`src/rtl/cpu_pkg.sv`:
```
// Shared types and constants for the fetch / IF-ID slice of the LEGv8 pipeline.
//   addr_t  : 64-bit program counter / byte address
//   instr_t : 32-bit instruction word
//   ifid_t  : contents of the IF/ID pipeline register (pc, instr, valid)
//   NOP_INSTR : encoding loaded into IF/ID whenever a bubble is inserted
//   PC_INC    : sequential fetch stride in bytes
package cpu_pkg;

    typedef logic [63:0] addr_t;
    typedef logic [31:0] instr_t;

    localparam instr_t NOP_INSTR = 32'hD503201F;
    localparam addr_t  PC_INC    = 64'd4;

    typedef struct packed {
        addr_t  pc;
        instr_t instr;
        logic   valid;
    } ifid_t;

endpackage

```
`src/rtl/fetch_ifid_stage_if.sv`:
```
// Bundle of every non-clock/reset signal of the fetch stage.
//   Hazard-unit controls : pc_write, ifid_write, if_flush, br_taken, br_target
//   Instruction memory   : imem_addr (out of the stage), imem_rdata, imem_valid
//   IF/ID register       : ifid_pc, ifid_instr, ifid_valid
//   Debug counters       : stall_cnt, flush_cnt
// The slave modport is the fetch stage itself; master is its environment.
interface fetch_ifid_stage_if #(
    parameter int ADDR_W  = 64,
    parameter int INSTR_W = 32,
    parameter int CNT_W   = 16
);

    logic               pc_write;
    logic               ifid_write;
    logic               if_flush;
    logic               br_taken;
    logic [ADDR_W-1:0]  br_target;
    logic [ADDR_W-1:0]  imem_addr;
    logic [INSTR_W-1:0] imem_rdata;
    logic               imem_valid;
    logic [ADDR_W-1:0]  ifid_pc;
    logic [INSTR_W-1:0] ifid_instr;
    logic               ifid_valid;
    logic [CNT_W-1:0]   stall_cnt;
    logic [CNT_W-1:0]   flush_cnt;

    modport master (
        output pc_write, ifid_write, if_flush, br_taken, br_target,
        output imem_rdata, imem_valid,
        input  imem_addr, ifid_pc, ifid_instr, ifid_valid, stall_cnt, flush_cnt
    );

    modport slave (
        input  pc_write, ifid_write, if_flush, br_taken, br_target,
        input  imem_rdata, imem_valid,
        output imem_addr, ifid_pc, ifid_instr, ifid_valid, stall_cnt, flush_cnt
    );

endinterface

```
`src/rtl/fetch_ifid_stage_sat_counter.sv`:
```
// Saturating up-counter used for the stall / flush performance counters.
//   clk   : clock
//   reset : synchronous active-high clear
//   inc   : count this cycle
//   count : current value, sticks at all-ones instead of wrapping
module sat_counter #(
    parameter int CNT_W = 16
) (
    input  logic             clk,
    input  logic             reset,
    input  logic             inc,
    output logic [CNT_W-1:0] count
);

    logic [CNT_W-1:0] count_q;
    logic [CNT_W-1:0] count_d;

    // Advance only while below the all-ones ceiling so the value never wraps.
    always_comb begin
        count_d = count_q;
        if (inc && (count_q != '1)) begin
            count_d = count_q + CNT_W'(1);
        end
    end

    // Counter register with synchronous clear.
    always_ff @(posedge clk) begin
        if (reset) begin
            count_q <= '0;
        end else begin
            count_q <= count_d;
        end
    end

    assign count = count_q;

endmodule

```
`src/rtl/fetch_ifid_stage.sv`:
```
// Fetch stage of the 5-stage LEGv8 pipeline: owns the PC, drives the
// instruction-memory address and holds the IF/ID pipeline register.
// Consumes the hazard unit's stall / flush / redirect controls.
//   clk, reset : clock and synchronous active-high reset
//   bus        : slave side of fetch_ifid_stage_if (controls, imem, IF/ID, counters)
// All IF/ID fields and both counters come straight from registers.
module fetch_ifid_stage #(
    parameter int          ADDR_W    = 64,
    parameter int          INSTR_W   = 32,
    parameter logic [63:0] RESET_PC  = 64'h0,
    parameter logic [31:0] NOP_INSTR = cpu_pkg::NOP_INSTR,
    parameter int          CNT_W     = 16
) (
    input  logic              clk,
    input  logic              reset,
    fetch_ifid_stage_if.slave bus
);

    import cpu_pkg::*;

    logic [ADDR_W-1:0] pc_q;
    logic [ADDR_W-1:0] pc_d;
    ifid_t             ifid_q;
    ifid_t             ifid_d;
    logic              stall_event;
    logic              flush_event;

    // The fetch address is the PC itself, no extra register stage.
    assign bus.imem_addr = pc_q;

    // PC next state: a resolved taken branch beats a load-use stall, and a
    // memory wait also freezes the PC so the same address is retried.
    // The +4 wraps silently at the top of the address space.
    always_comb begin
        pc_d = pc_q;
        if (bus.br_taken) begin
            pc_d = bus.br_target;
        end else if (bus.pc_write && bus.imem_valid) begin
            pc_d = pc_q + ADDR_W'(PC_INC);
        end
    end

    // IF/ID next state: a flush squashes even while IF/ID is held, and a
    // missing memory response becomes a bubble rather than stale data.
    // Bubbles still record the PC they replaced, which helps debug traces.
    always_comb begin
        ifid_d = ifid_q;
        if (bus.if_flush || (bus.ifid_write && !bus.imem_valid)) begin
            ifid_d.pc    = addr_t'(pc_q);
            ifid_d.instr = instr_t'(NOP_INSTR);
            ifid_d.valid = 1'b0;
        end else if (bus.ifid_write) begin
            ifid_d.pc    = addr_t'(pc_q);
            ifid_d.instr = instr_t'(bus.imem_rdata);
            ifid_d.valid = 1'b1;
        end
    end

    // PC and IF/ID registers; reset wins over every control input.
    always_ff @(posedge clk) begin
        if (reset) begin
            pc_q         <= ADDR_W'(RESET_PC);
            ifid_q.pc    <= '0;
            ifid_q.instr <= instr_t'(NOP_INSTR);
            ifid_q.valid <= 1'b0;
        end else begin
            pc_q   <= pc_d;
            ifid_q <= ifid_d;
        end
    end

    assign bus.ifid_pc    = ADDR_W'(ifid_q.pc);
    assign bus.ifid_instr = INSTR_W'(ifid_q.instr);
    assign bus.ifid_valid = ifid_q.valid;

    // A cycle is a stall if either write enable is low; stall and flush are
    // counted independently so one cycle can bump both.
    assign stall_event = !bus.pc_write || !bus.ifid_write;
    assign flush_event = bus.if_flush;

    sat_counter #(.CNT_W(CNT_W)) u_stall_cnt (
        .clk   (clk),
        .reset (reset),
        .inc   (stall_event),
        .count (bus.stall_cnt)
    );

    sat_counter #(.CNT_W(CNT_W)) u_flush_cnt (
        .clk   (clk),
        .reset (reset),
        .inc   (flush_event),
        .count (bus.flush_cnt)
    );

endmodule

```
`src/flat_wrapper.sv`:
```
// flat-port wrapper written by rule: the top's interface ports become plain ports
module fetch_ifid_stage_flat import cpu_pkg::*;
#(
    parameter int          ADDR_W    = 64,
    parameter int          INSTR_W   = 32,
    parameter logic [63:0] RESET_PC  = 64'h0,
    parameter logic [31:0] NOP_INSTR = cpu_pkg::NOP_INSTR,
    parameter int          CNT_W     = 16
)
  (clk, reset, bus_pc_write, bus_ifid_write, bus_if_flush, bus_br_taken, bus_br_target, bus_imem_rdata, bus_imem_valid, bus_imem_addr, bus_ifid_pc, bus_ifid_instr, bus_ifid_valid, bus_stall_cnt, bus_flush_cnt);
  fetch_ifid_stage_if #(.ADDR_W(ADDR_W), .INSTR_W(INSTR_W), .CNT_W(CNT_W)) bus_i ();
  input  logic clk;
  input  logic reset;
  input wire logic [$bits(bus_i.pc_write)-1:0] bus_pc_write;
  input wire logic [$bits(bus_i.ifid_write)-1:0] bus_ifid_write;
  input wire logic [$bits(bus_i.if_flush)-1:0] bus_if_flush;
  input wire logic [$bits(bus_i.br_taken)-1:0] bus_br_taken;
  input wire logic [$bits(bus_i.br_target)-1:0] bus_br_target;
  input wire logic [$bits(bus_i.imem_rdata)-1:0] bus_imem_rdata;
  input wire logic [$bits(bus_i.imem_valid)-1:0] bus_imem_valid;
  output wire logic [$bits(bus_i.imem_addr)-1:0] bus_imem_addr;
  output wire logic [$bits(bus_i.ifid_pc)-1:0] bus_ifid_pc;
  output wire logic [$bits(bus_i.ifid_instr)-1:0] bus_ifid_instr;
  output wire logic [$bits(bus_i.ifid_valid)-1:0] bus_ifid_valid;
  output wire logic [$bits(bus_i.stall_cnt)-1:0] bus_stall_cnt;
  output wire logic [$bits(bus_i.flush_cnt)-1:0] bus_flush_cnt;
  assign bus_i.pc_write = bus_pc_write;
  assign bus_i.ifid_write = bus_ifid_write;
  assign bus_i.if_flush = bus_if_flush;
  assign bus_i.br_taken = bus_br_taken;
  assign bus_i.br_target = bus_br_target;
  assign bus_i.imem_rdata = bus_imem_rdata;
  assign bus_i.imem_valid = bus_imem_valid;
  assign bus_imem_addr = bus_i.imem_addr;
  assign bus_ifid_pc = bus_i.ifid_pc;
  assign bus_ifid_instr = bus_i.ifid_instr;
  assign bus_ifid_valid = bus_i.ifid_valid;
  assign bus_stall_cnt = bus_i.stall_cnt;
  assign bus_flush_cnt = bus_i.flush_cnt;
  fetch_ifid_stage #(.ADDR_W(ADDR_W), .INSTR_W(INSTR_W), .RESET_PC(RESET_PC), .NOP_INSTR(NOP_INSTR), .CNT_W(CNT_W)) u_core (.clk(clk), .reset(reset), .bus(bus_i));
endmodule
```
`config.mk`:
```
export PLATFORM = sky130hd
export DESIGN_NAME = fetch_ifid_stage_flat
export DESIGN_NICKNAME = d
export VERILOG_FILES = /design/src/rtl/cpu_pkg.sv /design/src/rtl/fetch_ifid_stage_if.sv /design/src/rtl/fetch_ifid_stage_sat_counter.sv /design/src/rtl/fetch_ifid_stage.sv /design/src/flat_wrapper.sv
export SDC_FILE = /design/constraint.sdc
export NUM_CORES = 1
export LEC_CHECK = 0
export ABC_AREA = 0
export CAP_MARGIN = 20
export CORE_ASPECT_RATIO = 1.5
export CORE_UTILIZATION = 35
export CTS_CLUSTER_DIAMETER = 100
export DETAILED_ROUTE_END_ITERATION = 16
export SETUP_SLACK_MARGIN = 0.02
export SLEW_MARGIN = 10
export SYNTH_ARGS = -nofsm -noshare
export SYNTH_HDL_FRONTEND = slang
export SYNTH_HIERARCHICAL = 1
export SYNTH_SLANG_ARGS = --single-unit
```
`constraint.sdc`:
```
create_clock -name clk -period 3.45 [get_ports clk]
set_input_delay 0.345 -clock clk [delete_from_list [all_inputs] [get_ports clk]]
set_output_delay 0.345 -clock clk [all_outputs]
set_load 0.01 [all_outputs]
```
* Word level (Yosys, flattened, before mapping) *
Index checks and enable logic that the tools add are counted.

operators by class
  add/subtract/negate cells = 3
  eq/ne operators = 2
  muxes and demuxes = 4
  reductions and logical operators = 12

operators with widths
  kind                   number
  $mux 97                2
  $mux 64                2
  $add 64x3->64 const B  1
  $add 16x1->16 const B  2
  $ne 16x16->1 const B   2
  $logic_and 1x1->1      4
  $reduce_bool 2->1      2
  $logic_not 1->1        3
  $logic_or 1x1->1       2
  $reduce_or 2->1        1

word-level totals
  register bits = 193
  input bits = 103
  output and inout port bits = 193

* Depth between registers and ports, before layout *
Gate-level depths: netlist of the first run.

  word-level depth = 4
  depth in mapped cells = 7
  depth with buffers taken out = 6

* Hierarchy *
The synthesis of the first run kept the hierarchy.

modules (own cells, without submodules)
  module            instances  cells each  area an instance (um2)
  fetch_ifid_stage  1          897         7267.0
  sat_counter       2          99          848.3

* Worst setup path after synthesis of the first run *
OpenSTA, ideal clock, no wires.

  path type = reg2reg
  start point = reg u_core.pc_q[2] (netlist: u_core/bus.imem_addr[2])
  end point = reg u_core.pc_q[62] (netlist: u_core/bus.imem_addr[62])
  setup time = 0.134 ns
  data arrival time = 2.288 ns
  setup slack = 1.028 ns
  stages on the path, launching flop included = 7
  path buffers = 0
  clock period less this slack = 2.422 ns
  path through = dfxtp_1 ha_1 nand4_4 or4_1 or4_4 nor4b_1 a211oi_1

on the way
  cells in the longest elaborated chain, start to end = 3

RTL lines
  what                      RTL line                text
  start: declaration        fetch_ifid_stage.sv:21  logic [ADDR_W-1:0] pc_q;
  start signal: assignment  fetch_ifid_stage.sv:62  pc_q <= ADDR_W'(RESET_PC);
  start signal: assignment  fetch_ifid_stage.sv:67  pc_q <= pc_d;
  $add 64x3->64             fetch_ifid_stage.sv:39  pc_d = pc_q + ADDR_W'(PC_INC);
  $mux 64                   fetch_ifid_stage.sv:38  end else if (bus.pc_write && bus.imem_valid) begin
  $mux 64                   fetch_ifid_stage.sv:36  if (bus.br_taken) begin

Every way passes these cells. The select of a mux whose other input is x is not followed.
A chain may end at the register's enable or synchronous reset.

* Worst setup path in the final report of the first run *
  start point = reg u_core.pc_q[26] (netlist: u_core/bus.imem_addr[26])
  end point = reg u_core.pc_q[45] (netlist: u_core/bus.imem_addr[45])

The elaborated chain is that of the path after synthesis.

==> results.sh, run 1 <==
export IMPL_outcome="completed"
export IMPL_finalSetupViolations=0
export IMPL_post_cts_setup_buffers=0
export IMPL_worst_clock_skew_ns=0.005243
export IMPL_cts_buffers=17
export IMPL_n_fill_cell=2446
export IMPL_relSlewSlack_pct=43.22
export IMPL_r2r_end="u_core/bus.imem_addr[45]$_SDFFE_PP0N_"
export IMPL_io_pins=296
export IMPL_worst_skew_pair_late_latency_ns=0.44
export IMPL_synthesis_instances=1095
export IMPL_cp_required_ns=3.78
export IMPL_synthFlopType="dfxtp_1"
export IMPL_synthesis_area_um2=8964
export IMPL_grt_max_degree=65
export IMPL_via_count=9080
export IMPL_via_per_inst=5.329
export IMPL_synth_warnings=6
export IMPL_die_x_um=132.7
export IMPL_hold_start="bus_ifid_write"
export IMPL_synthesis_nets=1201
export IMPL_synth_area_per_cell_um2=8.186
export IMPL_hpwl_mm=22.78
export IMPL_critical_path_class="reg2reg"
export IMPL_cts_tree="done"
export IMPL_p_per_area_nw_per_um2=396.0
export IMPL_grt_overflow=0
export IMPL_drc_errors=0
export IMPL_grt_pass1_wl_mm=48.38
export IMPL_synth_seq_cells=193
export IMPL_antenna_found_initial=2
export IMPL_r2r_slack_ns=0.70
export IMPL_gp_congestion=0.9012
export IMPL_ir_worst_vdd_mv=0.2890
export IMPL_crit_chain="nand4_1 > nor4_1 > nand3_1 > or4b_2 > o2111a_1"
export IMPL_min_to="u_core/bus.ifid_pc[59]$_SDFFE_PP0P_"
export IMPL_hp_class="in2reg"
export IMPL_dr_pass1_iters=5
export IMPL_die_h_um=198
export IMPL_setup_tns_ns=0
export IMPL_htreeDepth=4
export IMPL_setup_ws_ns=0.7018
export IMPL_wl_mm=31.27
export IMPL_synth_seq_area_share_pct=43.10
export IMPL_placed_cells=1671
export IMPL_nets=1468
export IMPL_slowest_delay_ns=0.71
export IMPL_cp_data_arrival_time_ns=3.08
export IMPL_clock_sinks=193
export IMPL_cts_resized=0
export IMPL_cp_slowest_cell="nor4_1"
export IMPL_period_needed_ns=2.748
export IMPL_synth_edf_count=0
export IMPL_mostFrequentLayoutCells="292 x clkdlybuf4s50_1, 197 x nand2_1, 193 x dfxtp_1"
export IMPL_total_leakage_power_nw=4.381
export IMPL_drive_gt1_share_pct=5.745
export IMPL_cp_start_kind="flip-flop"
export IMPL_drt_antenna_violating_nets=0
export IMPL_dieArea_um2=26270
export IMPL_drv_cap=0
export IMPL_wire_per_inst_um=18.35
export IMPL_cts_buffer_depth=2
export IMPL_start_util_pct=35.65
export IMPL_end_kind="flip-flop"
export IMPL_layout_commonest_cell="clkdlybuf4s50_1"
export IMPL_synth_top_family_by_area="simple AND/OR/NAND/NOR gates"
export IMPL_cts_hold_buffers=0
export IMPL_startpoint="u_core/bus.imem_addr[26]$_SDFFE_PP0N_"
export IMPL_grt_usage_pct=23.46
export IMPL_path_clk_slew_ns=0.07
export IMPL_rsz0062_at_grt="false"
export IMPL_muxShareOfSynthArea_pct=5.193
export IMPL_r2r_worst_path_cells=5
export IMPL_synth_adder_area_share_pct=0.4188
export IMPL_synth_compound_area_share_pct=13.44
export IMPL_syn_to_final_growth_pct=42.39
export IMPL_drtIter0Drc=442
export IMPL_fp_coreArea_um2=25140
export IMPL_slew_viol_final=0
export IMPL_rows=71
export IMPL_worst_pin_slew_ns=0.8453
export IMPL_hold_depth=4
export IMPL_ys_types=58
export IMPL_grt_pass1_vias=8618
export IMPL_rr_startpoint="u_core/bus.imem_addr[26]$_SDFFE_PP0N_"
export IMPL_portBuffers=295
export IMPL_fin_cells=1704
export IMPL_hold_viol_final=0
export IMPL_cts_root_buf="clkbuf_16"
export IMPL_synth_xor_area_share_pct=3.908
export IMPL_synthSimpleGateAreaFrac_pct=30.35
export IMPL_critPathMaxFanout=12
export IMPL_max_freq_mhz=363.9
export IMPL_place_ws_ns=0.6245
export IMPL_finalCritPeriodShare_pct=79.66
export IMPL_async_flop_share_pct=0
flip-flops by register name (all words and copies together) (netlist names):
register and cells:
u_core/u_flush_cnt/count 16, u_core/u_stall_cnt/count 16, u_core/bus.ifid_instr 32, u_core/bus.ifid_valid 1, u_core/bus.imem_addr 64, u_core/bus.ifid_pc 64
per-layer routing:
metal,vias to the layer above,track usage [%],wire [um]
met1,4294,27.00,12490
met4,2,8.429,778
met2,256,41.91,16190
li1,4482,-,-
met5,-,0,8
met3,46,5.684,1794
cell type report:
type | instances | area, um2 | share of cell area (%)
Inverter | 18 | 67.56 | 0.5294
Tap cell | 328 | 410.4 | 3.215
Antenna cell | 1 | 2.502 | 0.01961
Sequential cell | 193 | 3864 | 30.27
Multi-Input combinational cell | 820 | 4786 | 37.50
Timing Repair Buffer | 312 | 3093 | 24.23
Clock buffer | 20 | 456.7 | 3.578
Clock inverter | 12 | 83.83 | 0.6568
metrics by stage:
stage | power (mW) | hold slack [ns] | cell area, um2 | utilization (%)
finish | 5.054 | 0.3733 | 12760 | 50.77
CTS | 5.110 | 0.3658 | 12760 | 50.76
global placement | 3.218 | 0.4389 | 12220 | 48.61
global route | 5.263 | 0.3921 | 12760 | 50.77
floorplan | 2.781 | 0.4615 | 8964 | -
detailed placement | 3.222 | 0.4442 | 12220 | 48.61
worst max path at each step:
stage                                                  to  slack (ns)  cells past startpoint
floorplan           u_core/bus.imem_addr[62]$_SDFFE_PP0N_        1.03                      6
global placement    u_core/bus.imem_addr[45]$_SDFFE_PP0N_        0.69                      6
detailed placement  u_core/bus.imem_addr[58]$_SDFFE_PP0N_        0.62                      6
CTS                 u_core/bus.imem_addr[45]$_SDFFE_PP0N_        0.74                      5
global route        u_core/bus.imem_addr[45]$_SDFFE_PP0N_        0.48                      5
finish              u_core/bus.imem_addr[45]$_SDFFE_PP0N_        0.70                      5
Yosys cell counts, drive strengths merged, types with 23 or more instances:
| cell type | instances | area [um2] |
|---|---|---|
| a211oi | 28 | 215.2 |
| a21oi | 97 | 485.5 |
| clkbuf | 50 | 187.7 |
| dfxtp | 193 | 3864 |
| mux2i | 42 | 420.4 |
| nand2 | 199 | 752.0 |
| nand3 | 46 | 235.2 |
| nand4 | 49 | 364.1 |
| nor2 | 106 | 397.9 |
| nor3 | 29 | 145.1 |
| nor4 | 30 | 242.7 |
| or4 | 24 | 183.9 |
| xor2 | 23 | 201.4 |
where the power goes:
part	switching (mW)	total, mW	internal [mW]
logic	0.324	0.705	0.381
clock network	0.922	1.89	0.964
registers	0.133	2.46	2.33
total	1.38	5.05	3.67
logic make-up (layout without fill, tap and decap cells):
kind of cell	Yosys count	in the layout
AOI/OAI and AO/OA	194	194
adders and majority gates	3	3
muxes	46	46
and+or+nand+nor	537	537
other	0	1
xor gates and xnor gates	40	40
buffers and inverters	82	362
DFF	193	193
worst max-delay path: cells and delay by family (launching register included):
family,cells,cell delay (ns)
AO/OA/AOI/OAI,1,0.14
flip-flops,1,0.47
AND/OR/NAND/NOR,4,2.03
Power figures use the tool's default switching activity.
==> run 2, diff against run 1 <==
==> constraint.sdc (replaced) <==
create_clock -name clk -period 2.8 [get_ports clk]
set_input_delay 0.28 -clock clk [delete_from_list [all_inputs] [get_ports clk]]
set_output_delay 0.28 -clock clk [all_outputs]
set_load 0.01 [all_outputs]
==> run 2 against run 1 <==
Net effect: sequential power grew 22%; hold slack got worse by 0.21 ns; core utilization rose by 1.5 points; cell area increased by 2.9%; clock power increased by 39%; critical endpoint is now u_core/bus.imem_addr[62]$_SDFFE_PP0N_; largest power group unchanged.
==> results.sh, run 2 (same netlist as run 1, synthesis figures left out) <==
export IMPL_outcome="completed"
export IMPL_dr_pass1_iters=5
export IMPL_ir_worst_vdd_mv=0.4337
export IMPL_hp_class="in2reg"
export IMPL_start_util_pct=35.65
export IMPL_cts_resized=0
export IMPL_rsz0062_at_grt="false"
export IMPL_die_x_um=132.7
export IMPL_drv_cap=0
export IMPL_grt_pass1_vias=9010
export IMPL_worst_clock_skew_ns=0.009518
export IMPL_period_needed_ns=2.498
export IMPL_via_per_inst=5.283
export IMPL_post_cts_setup_buffers=0
export IMPL_crit_chain="nand4_1 > or4_1 > or4_4 > nor4b_1 > a211oi_1"
export IMPL_setup_tns_ns=0
export IMPL_finalCritPeriodShare_pct=89.21
export IMPL_wl_mm=31.59
export IMPL_nets=1505
export IMPL_grt_usage_pct=24.19
export IMPL_critical_path_class="reg2reg"
export IMPL_design_area_um2=13140
export IMPL_cp_data_arrival_time_ns=2.82
export IMPL_cp_slowest_cell="or4_4"
export IMPL_layout_commonest_cell="clkdlybuf4s50_1"
export IMPL_hpwl_mm=23.69
export IMPL_gp_congestion=0.8930
export IMPL_rows=71
export IMPL_drt_antenna_violating_nets=0
export IMPL_die_h_um=198
export IMPL_wire_per_inst_um=18.13
export IMPL_via_count=9203
export IMPL_drive_gt1_share_pct=8.286
export IMPL_syn_to_final_growth_pct=46.58
export IMPL_slowest_delay_ns=0.59
export IMPL_cp_required_ns=3.12
export IMPL_antenna_found_initial=2
export IMPL_mostFrequentLayoutCells="292 x clkdlybuf4s50_1, 197 x nand2_1, 193 x dfxtp_1"
export IMPL_hold_viol_final=0
export IMPL_dieArea_um2=26270
export IMPL_cp_start_kind="flip-flop"
export IMPL_critPathMaxFanout=9
export IMPL_fp_coreArea_um2=25140
export IMPL_cts_root_buf="clkbuf_16"
export IMPL_total_leakage_power_nw=4.608
export IMPL_r2r_worst_path_cells=5
export IMPL_worst_skew_pair_late_latency_ns=0.44
export IMPL_p_per_area_nw_per_um2=499.4
export IMPL_cts_buffers=17
export IMPL_drc_errors=0
export IMPL_slew_viol_final=0
export IMPL_io_pins=296
export IMPL_cts_tree="done"
export IMPL_grt_pass1_wl_mm=49.57
export IMPL_cts_hold_buffers=0
export IMPL_portBuffers=295
export IMPL_hold_depth=3
export IMPL_finalSetupViolations=0
export IMPL_cts_buffer_depth=2
export IMPL_grt_max_degree=46
export IMPL_max_freq_mhz=400.3
export IMPL_htreeDepth=4
export IMPL_place_area_um2=12510
export IMPL_total_power_mw=6.561
export IMPL_worst_pin_slew_ns=0.7247
export IMPL_relSlewSlack_pct=51.62
export IMPL_drtIter0Drc=456
export IMPL_end_kind="flip-flop"
export IMPL_n_fill_cell=2457
export IMPL_clock_sinks=193
export IMPL_path_clk_slew_ns=0.08
export IMPL_grt_overflow=0
run 2: changes by cell type in the layout (fill, tap and decap cells not counted), moves of 2 or more:
cell / before / now
inv_6: 3 / 6
buf_4: 16 / 52
bufinv_16: 0 / 3
clkinv_2: 5 / 1
clkinv_4: 2 / 0
run 2: critical path: cells and delay by family, from the launching register on:
kind	cells	cell delay [ns]
AO/OA/AOI/OAI	1	0.11
flip-flops	1	0.46
AND/OR/NAND/NOR	4	1.80
run 2: worst paths after layout:
check                                                        endpoint  slack [ns]                                  start
worst min-delay path               u_core/bus.ifid_valid$_SDFFE_PP0P_        0.16                         bus_ifid_write
worst max register to register  u_core/bus.imem_addr[62]$_SDFFE_PP0N_        0.30  u_core/bus.imem_addr[26]$_SDFFE_PP0N_
worst max-delay path            u_core/bus.imem_addr[62]$_SDFFE_PP0N_        0.30  u_core/bus.imem_addr[26]$_SDFFE_PP0N_
worst min register to register     u_core/bus.ifid_pc[4]$_SDFFE_PP0P_        0.45     u_core/bus.ifid_pc[4]$_SDFFE_PP0P_
run 2: area by class of cell:
cell class / instances / area, um2 / area share (%)
Inverter: 18 / 67.56 / 0.5142
Multi-Input combinational cell: 820 / 4786 / 36.42
Tap cell: 328 / 410.4 / 3.124
Antenna cell: 2 / 5.005 / 0.03809
Clock buffer: 19 / 452.9 / 3.447
Timing Repair Buffer: 349 / 3383 / 25.75
Clock inverter: 13 / 170.2 / 1.295
Sequential cell: 193 / 3864 / 29.41
run 2: layer usage:
metal | part of all wire (%) | wire length (um) | global-route usage [%]
met5 | 0 | 0 | 0
met2 | 52 | 16390 | 43.27
met3 | 5.4 | 1713 | 5.914
met1 | 39 | 12310 | 26.54
met4 | 3.7 | 1170 | 11.96
run 2: through the flow:
step                utilization [%]  hold slack [ns]  instances  worst slack (ns)
finish                        52.26           0.1599       1742            0.3020
global route                  52.26           0.1819       1742           0.09373
detailed placement            49.76           0.4437       1708            0.1865
floorplan                         -           0.3965       1095            0.3781
CTS                           52.24           0.1380       1740            0.3158
global placement              49.76           0.4380       1708            0.2550
run 2: power by group:
group          internal (mW)  leakage, nW  switching, mW
Clock                   1.47        0.298           1.15
Combinational          0.499         2.73          0.439
Sequential              2.87         1.58          0.131
Total                   4.84         4.61           1.72
